### src/rtl/unidad_fetch_pkg.sv
// Shared constants for the instruction fetch unit: instruction width,
// instruction field bit positions and the reset/bubble instruction value.
package unidad_fetch_pkg;

  localparam int INSTR_W   = 32;

  // Instruction field boundaries (MIPS-style encoding)
  localparam int OPCODE_HI = 31;
  localparam int OPCODE_LO = 26;
  localparam int RS_LO     = 21;
  localparam int RT_LO     = 16;
  localparam int RD_LO     = 11;
  localparam int FUNCT_LO  = 0;

  // Value presented on the instruction output when nothing was ever loaded
  localparam logic [INSTR_W-1:0] NOP_INSTR = 32'h0000_0000;

endpackage : unidad_fetch_pkg

### src/rtl/unidad_fetch_fifo.sv
// Two-entry FIFO of {instruction, pc} pairs with a registered head.
// Flush empties the FIFO and wins over a simultaneous push.
module fifo_instr
  import unidad_fetch_pkg::*;
#(
  parameter int ADDR_W = 8
) (
  input  logic               clk,
  input  logic               rst,
  input  logic               flush,
  input  logic               push,
  input  logic [INSTR_W-1:0] push_instr,
  input  logic [ADDR_W-1:0]  push_pc,
  input  logic               pop,
  output logic [INSTR_W-1:0] head_instr,
  output logic [ADDR_W-1:0]  head_pc,
  output logic               head_valid,
  output logic [1:0]         count
);

  logic [INSTR_W-1:0] instr_q [2];
  logic [INSTR_W-1:0] instr_d [2];
  logic [ADDR_W-1:0]  pc_q    [2];
  logic [ADDR_W-1:0]  pc_d    [2];
  logic               wr_ptr_q, wr_ptr_d;
  logic               rd_ptr_q, rd_ptr_d;
  logic [1:0]         count_q, count_d;

  // Pointer and occupancy update; flush resets both pointers
  always_comb begin
    wr_ptr_d = wr_ptr_q;
    rd_ptr_d = rd_ptr_q;
    count_d  = count_q;
    if (flush) begin
      wr_ptr_d = 1'b0;
      rd_ptr_d = 1'b0;
      count_d  = 2'd0;
    end else begin
      if (push) wr_ptr_d = ~wr_ptr_q;
      if (pop)  rd_ptr_d = ~rd_ptr_q;
      count_d = count_q + {1'b0, push} - {1'b0, pop};
    end
  end

  // Control state register
  always_ff @(posedge clk) begin
    if (rst) begin
      wr_ptr_q <= 1'b0;
      rd_ptr_q <= 1'b0;
      count_q  <= 2'd0;
    end else begin
      wr_ptr_q <= wr_ptr_d;
      rd_ptr_q <= rd_ptr_d;
      count_q  <= count_d;
    end
  end

  // Per-entry storage; an entry loads only when it is the write target
  for (genvar gi = 0; gi < 2; gi++) begin : g_entry
    logic we;

    // Select new contents for this entry
    always_comb begin
      we          = push & ~flush & (wr_ptr_q == 1'(gi));
      instr_d[gi] = we ? push_instr : instr_q[gi];
      pc_d[gi]    = we ? push_pc    : pc_q[gi];
    end

    // Entry register; reset value makes the head read as zero
    always_ff @(posedge clk) begin
      if (rst) begin
        instr_q[gi] <= NOP_INSTR;
        pc_q[gi]    <= '0;
      end else begin
        instr_q[gi] <= instr_d[gi];
        pc_q[gi]    <= pc_d[gi];
      end
    end
  end

  assign head_instr = instr_q[rd_ptr_q];
  assign head_pc    = pc_q[rd_ptr_q];
  assign head_valid = (count_q != 2'd0);
  assign count      = count_q;

endmodule : fifo_instr

### src/rtl/unidad_fetch.sv
// Instruction fetch unit: PC register, credit-based request issue to a
// 1-cycle-latency instruction memory, kill of stale responses on redirect,
// and a 2-entry output FIFO with a valid/ready handshake.
module unidad_fetch
  import unidad_fetch_pkg::*;
#(
  parameter int                ADDR_W   = 8,
  parameter logic [ADDR_W-1:0] RESET_PC = '0
) (
  input  logic               clk,
  input  logic               rst,
  output logic               imem_rd_en,
  output logic [ADDR_W-1:0]  imem_addr,
  input  logic [INSTR_W-1:0] imem_data,
  output logic [INSTR_W-1:0] instr_out,
  output logic [ADDR_W-1:0]  instr_pc,
  output logic               instr_valid,
  input  logic               instr_ready,
  input  logic               redirect,
  input  logic [ADDR_W-1:0]  redirect_pc,
  input  logic               halt
);

  logic [ADDR_W-1:0] pc_q, pc_d;
  logic [ADDR_W-1:0] issue_pc_q, issue_pc_d;
  logic              inflight_q, inflight_d;
  logic              pop;
  logic              push;
  logic              issue;
  logic [1:0]        count;
  logic [2:0]        credit;

  // Handshake and credit: a request may go out only if its response is
  // guaranteed a FIFO slot, counting words already buffered or in flight
  always_comb begin
    pop    = instr_valid & instr_ready & ~redirect;
    credit = {1'b0, count} + {2'b00, inflight_q} - {2'b00, pop};
    issue  = ~rst & ~halt & ~redirect & (credit < 3'd2);
    // A redirect flushes the FIFO, which also drops the response arriving now
    push   = inflight_q & ~redirect;
  end

  // Next PC, in-flight flag and the address of the outstanding request
  always_comb begin
    pc_d       = pc_q;
    inflight_d = issue;
    issue_pc_d = issue_pc_q;
    if (redirect) begin
      pc_d = redirect_pc;
    end else if (issue) begin
      pc_d       = pc_q + 1'b1;
      issue_pc_d = pc_q;
    end
  end

  // Fetch state register
  always_ff @(posedge clk) begin
    if (rst) begin
      pc_q       <= RESET_PC;
      inflight_q <= 1'b0;
      issue_pc_q <= '0;
    end else begin
      pc_q       <= pc_d;
      inflight_q <= inflight_d;
      issue_pc_q <= issue_pc_d;
    end
  end

  assign imem_rd_en = issue;
  assign imem_addr  = pc_q;

  fifo_instr #(
    .ADDR_W (ADDR_W)
  ) u_fifo (
    .clk        (clk),
    .rst        (rst),
    .flush      (redirect),
    .push       (push),
    .push_instr (imem_data),
    .push_pc    (issue_pc_q),
    .pop        (pop),
    .head_instr (instr_out),
    .head_pc    (instr_pc),
    .head_valid (instr_valid),
    .count      (count)
  );

endmodule : unidad_fetch

### config.mk
export PLATFORM = sky130hd
export DESIGN_NAME = unidad_fetch
export DESIGN_NICKNAME = d
export VERILOG_FILES = /design/src/rtl/unidad_fetch_pkg.sv /design/src/rtl/unidad_fetch_fifo.sv /design/src/rtl/unidad_fetch.sv
export SDC_FILE = /design/constraint.sdc
export NUM_CORES = 1
export LEC_CHECK = 0
export ABC_AREA = 1
export CAP_MARGIN = 25
export CORE_MARGIN = 2
export CORE_UTILIZATION = 55
export DETAILED_ROUTE_END_ITERATION = 6
export PLACE_DENSITY = 0.95
export SLEW_MARGIN = 0
export SYNTH_ARGS = -nofsm -noshare
export SYNTH_HDL_FRONTEND = slang
export SYNTH_SLANG_ARGS = --single-unit
### constraint.sdc
create_clock -name clk -period 13.2 [get_ports clk]
set_input_delay 1.98 -clock clk [delete_from_list [all_inputs] [get_ports clk]]
set_output_delay 1.98 -clock clk [all_outputs]
set_load 0.02 [all_outputs]
# Word level (Yosys, flattened, before mapping)
# Memory sizes are Yosys's and may differ from the RTL's. A register that Yosys moved wholly into a read port is not among the register bits.
# Cells that the tools add are included.
[classes]
muxes = 17
n_eq_ne = 2
add_sub_neg = 5
bitwise = 18
n_lt_le_gt_ge = 1
n_reduce_logical = 6
[op_table]
columns = ["operator", "n"]
rows = [
  ["$mux W32", 4],
  ["$mux W8", 6],
  ["$and A1 B1 Y1", 9],
  ["$add A8 B1 Y8 const B", 1],
  ["$mux W1", 7],
  ["$reduce_and A2 Y1", 3],
  ["$not A1 Y1", 5],
  ["$or A1 B1 Y1", 4],
  ["$reduce_bool A2 Y1", 2],
  ["$add A2 B1 Y3", 1],
  ["$lt A3 B2 Y1 const B", 1],
  ["$sub A3 B1 Y3", 1],
  ["$add A2 B1 Y2", 1],
  ["$ne A1 B1 Y1 const B", 2],
  ["$reduce_or A2 Y1", 1],
  ["$sub A2 B1 Y2", 1],
]
[word_totals]
reg_bits = 21
ramBits = 80
input_bits = 45
output_inout_bits = 50
memories = 2
wordCells = 57
[memory_table]
columns = ["memory", "depth", "word_bits", "rd", "rd_clocked_by_memory_dff", "wr", "line", "text"]
rows = [
  ["u_fifo.instr_q", 2, 32, 1, 1, 2, "unidad_fetch_fifo.sv:21", "logic [INSTR_W-1:0] instr_q [2];"],
  ["u_fifo.pc_q", 2, 8, 1, 1, 2, "unidad_fetch_fifo.sv:23", "logic [ADDR_W-1:0] pc_q [2];"],
]

# Depth between registers and ports, before layout
# Gate-level depths: netlist of run 1.
[logic_depth]
depth_word = 8
depth_mapped = 17
mapped_depth_nobuf = 17

# By module
# Synthesis of run 1 repeated with hierarchy kept, for this count alone.
[hier_totals]
cells_unflattened = 435
area_unflattened_um2 = 4697.0
[modules_own_cells]
columns = ["module", "area_each_um2", "cells_each", "instances", "seq_area_each_um2"]
rows = [
  ["fifo_instr", 3734.8, 288, 1, 2502.4],
  ["unidad_fetch", 962.2, 147, 1, 340.3],
]

# Worst setup path after synthesis of run 1
# No wires, ideal clock.
[synth_path]
kind = "input to register"
start = "input port redirect"
end = "memory u_fifo.instr_q[0][0] (enable)"
cell_stages = 4
n_path_buf = 1
arrival_time_ns = 5.125
setup_ns = 0.493
setup_slack_ns = 7.582
t_required_ns = 12.707
cell_sequence = "buf_6 > nor2_4 > inv_2 > o21ai_0"
[synth_lines]
columns = ["element", "line", "text"]
rows = [
  ["start, declared", "unidad_fetch.sv:19", "input logic redirect,"],
  ["end, declared", "unidad_fetch_fifo.sv:21", ""],
]

# Final worst setup path of run 1
[layout_path]
start = "input port redirect"
end = "output port imem_rd_en"
[layout_via]
elab_chain_len = 5
word_cells_on_any_way = 6
classes_between = "1 x add/sub; 1 x order compare; 4 x bitwise"
[layout_lines]
columns = ["element", "line", "text"]
rows = [
  ["$not A1 Y1", "unidad_fetch.sv:36", "pop = instr_valid & instr_ready & ~redirect;"],
  ["$and A1 B1 Y1", "unidad_fetch.sv:36", ""],
  ["via pop", "unidad_fetch.sv:27", "logic pop;"],
  ["$sub A3 B1 Y3", "unidad_fetch.sv:37", "credit = {1'b0, count} + {2'b00, inflight_q} - {2'b00, pop};"],
  ["$lt A3 B2 Y1", "unidad_fetch.sv:38", "issue = ~rst & ~halt & ~redirect & (credit < 3'd2);"],
  ["$and A1 B1 Y1", "unidad_fetch.sv:38", ""],
  ["end, declared", "unidad_fetch.sv:12", "output logic imem_rd_en,"],
]
# The timed path passes the listed nets, and every way through them passes these cells.

==> results of run 1 <==
cell usage after synthesis, drive strengths merged:
| cell | n | area [sq um] |
|---|---|---|
| a211oi | 1 | 7.51 |
| a21oi | 15 | 78.8 |
| a22oi | 2 | 15.0 |
| buf | 16 | 126 |
| clkbuf | 1 | 3.75 |
| dfxtp | 22 | 440 |
| edfxtp | 80 | 2400 |
| fa | 1 | 20.0 |
| ha | 4 | 50.1 |
| inv | 63 | 241 |
| mux2 | 40 | 450 |
| nand2 | 40 | 175 |
| nand3 | 9 | 45.0 |
| nand4 | 1 | 6.26 |
| nor2 | 103 | 432 |
| nor3 | 1 | 10.0 |
| o21ai | 12 | 60.1 |
| or2 | 1 | 6.26 |
| xnor2 | 2 | 17.5 |
| xor2 | 1 | 8.76 |
worst max-delay path: stages:
cell and delay [ns]:
clkdlybuf4s50_1 0.77, nor2_1 0.11, ha_1 0.32, inv_1 0.09
nand2_1 0.07, fa_1 0.51, inv_1 0.05, nor2_1 0.07
nand2_1 0.10, nor2_4 0.21, clkdlybuf4s50_1 0.65
cells by family after synthesis:
group                    Yosys count  synth area share [%]
AO/OA/AOI/OAI                     30                  3.51
XOR/XNOR                           3                 0.572
adder cells (fa/ha/maj)            5                  1.52
buffers and inverters             80                  8.08
flip-flops                       102                  61.8
multiplexers                      40                  9.80
AND/OR/NAND/NOR                  155                  14.7
routing by layer:
| layer | vias to the layer above | track usage, % | wire (um) |
|---|---|---|---|
| li1 | 1524 | - | - |
| met3 | 12 | 3.08 | 441 |
| met1 | 1469 | 24.1 | 3600 |
| met4 | 0 | 7.86 | 113 |
| met5 | - | 0 | 0 |
| met2 | 97 | 37.3 | 4850 |
power groups by stage:
stage,sequential (uW),clock (uW),combinational (uW)
after floorplan,373,0,35.5
after global placement,371,0,70.2
after detailed placement,372,0,72.0
after CTS,364,173,72.6
after global routing,366,186,77.7
final,364,171,71.9
how the worst min path moves through the flow:
stage | startpoint | to | slack [ns] | cells after the start
finish | issue_pc_q[7] | issue_pc_q[7] | 0.49 | 2
global placement | issue_pc_q[1] | issue_pc_q[1] | 0.46 | 2
CTS | issue_pc_q[7] | issue_pc_q[7] | 0.48 | 2
global route | u_fifo.rd_ptr_q | u_fifo.rd_ptr_q | 0.51 | 2
floorplan | u_fifo.rd_ptr_q | flop | 0.45 | 2
detailed placement | issue_pc_q[7] | issue_pc_q[7] | 0.47 | 2
layout by cell type, fill, tap and decap left out, types with 2 or more instances in the layout:
master,netlist,layout
clkinv_2,0,2
inv_1,60,60
xnor2_1,2,2
o21ai_0,12,10
ha_1,4,4
a21oi_1,14,14
o21ai_4,0,2
clkdlybuf4s50_1,0,94
nor2_4,4,4
dfxtp_1,22,21
buf_4,1,2
clkbuf_8,0,9
nor2_2,6,6
edfxtp_1,80,80
nor2_1,93,93
clkinvlp_4,0,2
mux2_2,40,40
nand3_1,9,8
a22oi_1,2,2
inv_2,2,2
inv_6,1,2
nand2_1,36,36
nand2_4,3,3
state kept, by name, summed over array words and instances, names as in the netlist, named ones only:
signal / flops
imem_addr: 8
issue_pc_q: 8
u_fifo.count: 2
u_fifo.rd_ptr_q: 1
u_fifo.pc_q: 16
u_fifo.instr_q: 64
u_fifo.wr_ptr_q: 1
inflight_q: 1
through the flow:
| stage | cell area [sq um] | utilization (%) | hold WS, ns | setup WS, ns | power [uW] |
|---|---|---|---|---|---|
| final | 5750 | 70.3 | 0.486 | 6.28 | 607 |
| after floorplan | 4600 | - | 0.447 | 7.58 | 408 |
| after global routing | 5750 | 70.3 | 0.509 | 6.12 | 629 |
| after detailed placement | 5580 | 68.3 | 0.470 | 6.30 | 444 |
| after CTS | 5750 | 70.3 | 0.483 | 6.28 | 610 |
| after global placement | 5580 | 68.3 | 0.459 | 6.41 | 441 |
cell type report:
type	instances	area (sq um)	share of cell area (%)
sequential	102	2840	49.5
multi-input combinational	233	1410	24.5
timing repair buffer	96	956	16.6
inverter	63	241	4.20
tap	105	131	2.29
clock buffer	10	128	2.22
clock inverter	6	37.5	0.653
==> reports/metrics.yaml, run 1 <==
sta:
  tns_ns: 0
  layout_min_cycle_time_ns: 6.92
  post-route-period-util_pct: 52.4
  hold_viol: 0
  clock_skew_ns: 0.0163
  slew-limit-headroom_pct: 35.2
  fmax_mhz: 144
  setup_viol: 0
  rsz0062_at_grt: "false"
  report.final.slew_viol_count: 0
  worst_slew_pin_slew_ns: 0.972
floorplan:
  die_w_um: 95.4
  die_h_um: 95.4
  rows: 33
  core_sq_mm: 0.00818
  die-area_sq_mm: 0.00910
  initial_utilization_pct: 56.2
  ios: 95
critical_path:
  r2r-end: "imem_addr[4]"
  crit_type: "in -> out"
  reg2reg_depth: 17
  cp_max_fo: 12
  setup.worst_path.start: "redirect"
  end_kind: "output port"
  required_ns: 11.22
  critPathArrivalTime_ns: 4.94
  start_kind: "input pin"
  crit_end: "imem_rd_en"
  r2r_slack_ns: 10.51
  r2r_start: "u_fifo.count[1]"
finish:
  syn_to_final_growth_pct: 25.0
  drive_gt1_share_pct: 15.7
  fill_cells: 579
  layoutNonFillerInstCount: 615
  finish.net_count: 555
  diodes: 0
logic_synthesis:
  syn_area_sq_mm: 0.00460
  ys_types: 29
  yosysSeqAreaShare_pct: 61.8
  netlist_instances: 415
  ys_ff_latch: 102
  ys_warn_count: 0
  syn_avg_cell_area_sq_um: 11.1
  syn-num-nets: 465
power_and_ir_drop:
  combPwrFrac_pct: 11.9
  seqPwrFrac_pct: 60.0
  p_int_uw: 462
  p_leak_uw: 0.00229
  power.density_mw_per_mm2: 106
  switching_share_pct: 23.9
  p_clk_share_pct: 28.1
  worst_ir_drop_vdd_v: 0.0000468
  p_sw_uw: 145
detailed_routing:
  totalWireLength_um: 9000
  detail_route.first_pass.iterations: 4
  num_vias: 3102
  drcViolationCount: 0
  final_antenna_net_count: 0
  viasPerCell: 5.04
  wire_per_inst_um: 14.6
  first_iter_violations: 170
place:
  hpwl_um: 5970
  post-place-cells: 599
  gp_congestion: 0.845
  numPortBuffers: 94
clock_tree:
  cts_setup_buffers: 0
  clock_latency_ns: 0.35
  cts_num_sinks: 102
  numCtsBuffers: 9
  cts.clk_slew.worst_paths_ns: 0.09
  clockBufferDepth: 2
  cts_resized: 0
  cts_max_level: 3
  cts_root_buf: "clkbuf_8"
  hold_buffers: 0
  cts_tree: "yes"
grt:
  grt_use_total_pct: 20.4
  grt_max_degree: 41
  antenna_found_initial: 0
  grt_overflow: 0
  grt_pass1_vias: 3118
  grt_pass1_wl_um: 14100
min_path:
  hold_class: "reg -> reg"
run:
  maxCapViolCount: 0
status:
  status: "complete, no violations"
Note: power is estimated with default switching activity, not from simulation.
==> inputs of run 2 (changes only) <==
--- a/config.mk
+++ b/config.mk
@@ -8,9 +8,9 @@
 export ABC_AREA = 1
 export CAP_MARGIN = 25
 export CORE_MARGIN = 2
-export CORE_UTILIZATION = 55
+export CORE_UTILIZATION = 51
 export DETAILED_ROUTE_END_ITERATION = 6
-export PLACE_DENSITY = 0.95
+export PLACE_DENSITY = 0.91
 export SLEW_MARGIN = 0
 export SYNTH_ARGS = -nofsm -noshare
 export SYNTH_HDL_FRONTEND = slang
==> constraint.sdc (replaced) <==
create_clock -name clk -period 6.82 [get_ports clk]
set_input_delay 1.023 -clock clk [delete_from_list [all_inputs] [get_ports clk]]
set_output_delay 1.023 -clock clk [all_outputs]
set_load 0.02 [all_outputs]
==> run 2 against run 1 <==
Net effect:
- non-clock buffer count is 1 higher
- combinational power rose by 93%
- total power up 100%
- sequential power increased by 94%
- flip-flop and latch count did not move
- worst hold slack better by 0.0029 ns
- critical path depth unchanged
- clock-buffer cell count increased by 3
- worst setup slack got worse by 4.5 ns
- via count is 0.71% higher
- routed wire length decreased by 1.4%
- critical endpoint unchanged
- largest cell class unchanged
- largest power group unchanged
==> reports/metrics.yaml, run 2 (same netlist as run 1, synthesis figures left out) <==
sta:
  setup_viol: 0  # unchanged
  report.final.slew_viol_count: 0  # unchanged
  fmax_mhz: 199
  rsz0062_at_grt: "false"
  clock_skew_ns: 0.0150  # -0.00126 ns
  worst_slew_pin_slew_ns: 0.980  # +0.00779 ns
  tns_ns: 0  # unchanged
  layout_setup_ws_ns: 1.79  # -4.49 ns
  post-route-period-util_pct: 73.8
  layout_min_cycle_time_ns: 5.03
  hold_viol: 0  # unchanged
  slew-limit-headroom_pct: 34.7  # -0.52 points
detailed_routing:
  wire_per_inst_um: 14.3  # -2.1%
  totalWireLength_um: 8870  # -1.4%
  drcViolationCount: 0  # unchanged
  final_antenna_net_count: 0  # unchanged
  viasPerCell: 5.05  # about the same
  detail_route.first_pass.iterations: 4  # unchanged
  first_iter_violations: 174  # +2.4%
  num_vias: 3124  # +0.71%
clock_tree:
  cts_max_level: 3  # unchanged
  cts_resized: 0  # unchanged
  cts.clk_slew.worst_paths_ns: 0.09  # about the same
  numCtsBuffers: 9  # unchanged
  clock_latency_ns: 0.36  # about the same
  cts_root_buf: "clkbuf_8"
  cts_num_sinks: 102  # unchanged
  hold_buffers: 0  # unchanged
  clockBufferDepth: 2  # unchanged
  cts_setup_buffers: 0  # unchanged
  cts_tree: "yes"
min_path:
  hold_class: "reg -> reg"
finish:
  layoutNonFillerInstCount: 619  # +0.65%
  largest_register_ffs: 64  # unchanged
  drive_gt1_share_pct: 15.5  # -0.23 points
  final_cell_mix: "clkdlybuf4s50_1 (94), nor2_1 (93), edfxtp_1 (80), inv_1 (60), mux2_2 (40)"
  final_common_cell: "clkdlybuf4s50_1"
  largestRegisters: "u_fifo.instr_q: 64 flops, u_fifo.pc_q: 16 flops"
  finish.net_count: 556  # +0.18%
  diodes: 0  # unchanged
  max_flop_register: "u_fifo.instr_q"
  syn_to_final_growth_pct: 26.0
critical_path:
  required_ns: 5.80  # -5.42 ns
  path_cells: "clkdlybuf4s50_1 -> nor2_1 -> ha_1 -> inv_1 -> nand2_1 -> fa_1 -> inv_1 -> nor2_1 -> nand2_1 -> nor2_4 -> clkdlybuf4s50_1"
  end_kind: "output port"
  crit_type: "in -> out"
  r2r_slack_ns: 4.14  # -6.37 ns
  critPathArrivalTime_ns: 4.01  # -0.93 ns
  cpPeakStageDelay_ns: 0.78  # about the same
  crit_slowest_cell: "clkdlybuf4s50_1"
  cp.buffers_inverters: 4  # unchanged
  cp_max_fo: 12  # unchanged
  start_kind: "input pin"
  crit_family: "buffers and inverters"
place:
  hpwl_um: 5720  # -4.2%
  post-place-cells: 603  # +0.67%
  numPortBuffers: 94  # unchanged
  pre_cts_slack_ns: 1.80  # -4.49 ns
  gp_congestion: 0.786  # -7.0%
floorplan:
  die_h_um: 98.9  # +3.7%
  rows: 34  # +3.0%
  die_w_um: 98.9  # +3.7%
  die-area_sq_mm: 0.00979  # +7.5%
  ios: 95  # unchanged
  core_sq_mm: 0.00872  # +6.7%
  initial_utilization_pct: 52.7  # -3.5 points
grt:
  grt_overflow: 0  # unchanged
  grt_max_degree: 41  # unchanged
  grt_use_total_pct: 18.6  # -1.8 points
  antenna_found_initial: 0  # unchanged
  grt_pass1_vias: 3134  # +0.51%
  grt_pass1_wl_um: 14400  # +2.4%
power_and_ir_drop:
  p_leak_uw: 0.00232  # +1.0%
  worst_ir_drop_vdd_v: 0.0000979  # +110%
  power.density_mw_per_mm2: 213  # +100%
run:
  maxCapViolCount: 0  # unchanged
status:
  status: "complete, no violations"
[run 2: worst paths after layout]
kind / startpoint / end / depth (start not counted)
worst min register to register: u_fifo.rd_ptr_q / u_fifo.rd_ptr_q / 2
worst max-delay path: redirect / imem_rd_en / 11
worst min-delay path: u_fifo.rd_ptr_q / u_fifo.rd_ptr_q / 2
worst max register to register: u_fifo.count[1] / imem_addr[4] / 17
[run 2: stage by stage]
| step | cell area (sq um) | power [uW] | util [%] | hold WS [ns] |
|---|---|---|---|---|
| 4_1_cts | 5790 | 1240 | 66.4 | 0.492 |
| 3_5_place_dp | 5590 | 858 | 64.1 | 0.476 |
| 6_report | 5790 | 1230 | 66.4 | 0.489 |
| 2_1_floorplan | 4600 | 790 | - | 0.447 |
| 3_3_place_gp | 5590 | 854 | 64.1 | 0.459 |
| 5_1_grt | 5790 | 1280 | 66.4 | 0.511 |
[run 2: final cells by class]
| type | instances | area (sq um) |
|---|---|---|
| Timing Repair Buffer | 97 | 963 |
| Inverter | 63 | 241 |
| Sequential cell | 102 | 2840 |
| Tap cell | 108 | 135 |
| Clock inverter | 3 | 43.8 |
| Clock buffer | 13 | 160 |
| Fill cell | 622 | 2930 |
| Multi-Input combinational cell | 233 | 1410 |
[run 2: power breakdown]
| group | internal [uW] | leakage, uW | switching (uW) |
|---|---|---|---|
| registers | 694 | 0.00101 | 10.8 |
| clock network | 193 | 0.0000993 | 198 |
| logic | 67.7 | 0.00121 | 71.3 |
[run 2: metal layers]
metal	share of wire [%]	vias to the layer above	track usage (%)	wire length [um]
li1	-	1527	-	-
met1	44	1490	23.7	3950
met2	50	100	32.4	4410
met3	5.1	7	2.91	454
met4	0.66	0	6.43	59
met5	0	-	0	0
[run 2: worst min-delay path: stages (launching register included)]
cell and delay, ns:
dfxtp_1 0.31, inv_1 0.08, a21oi_1 0.06
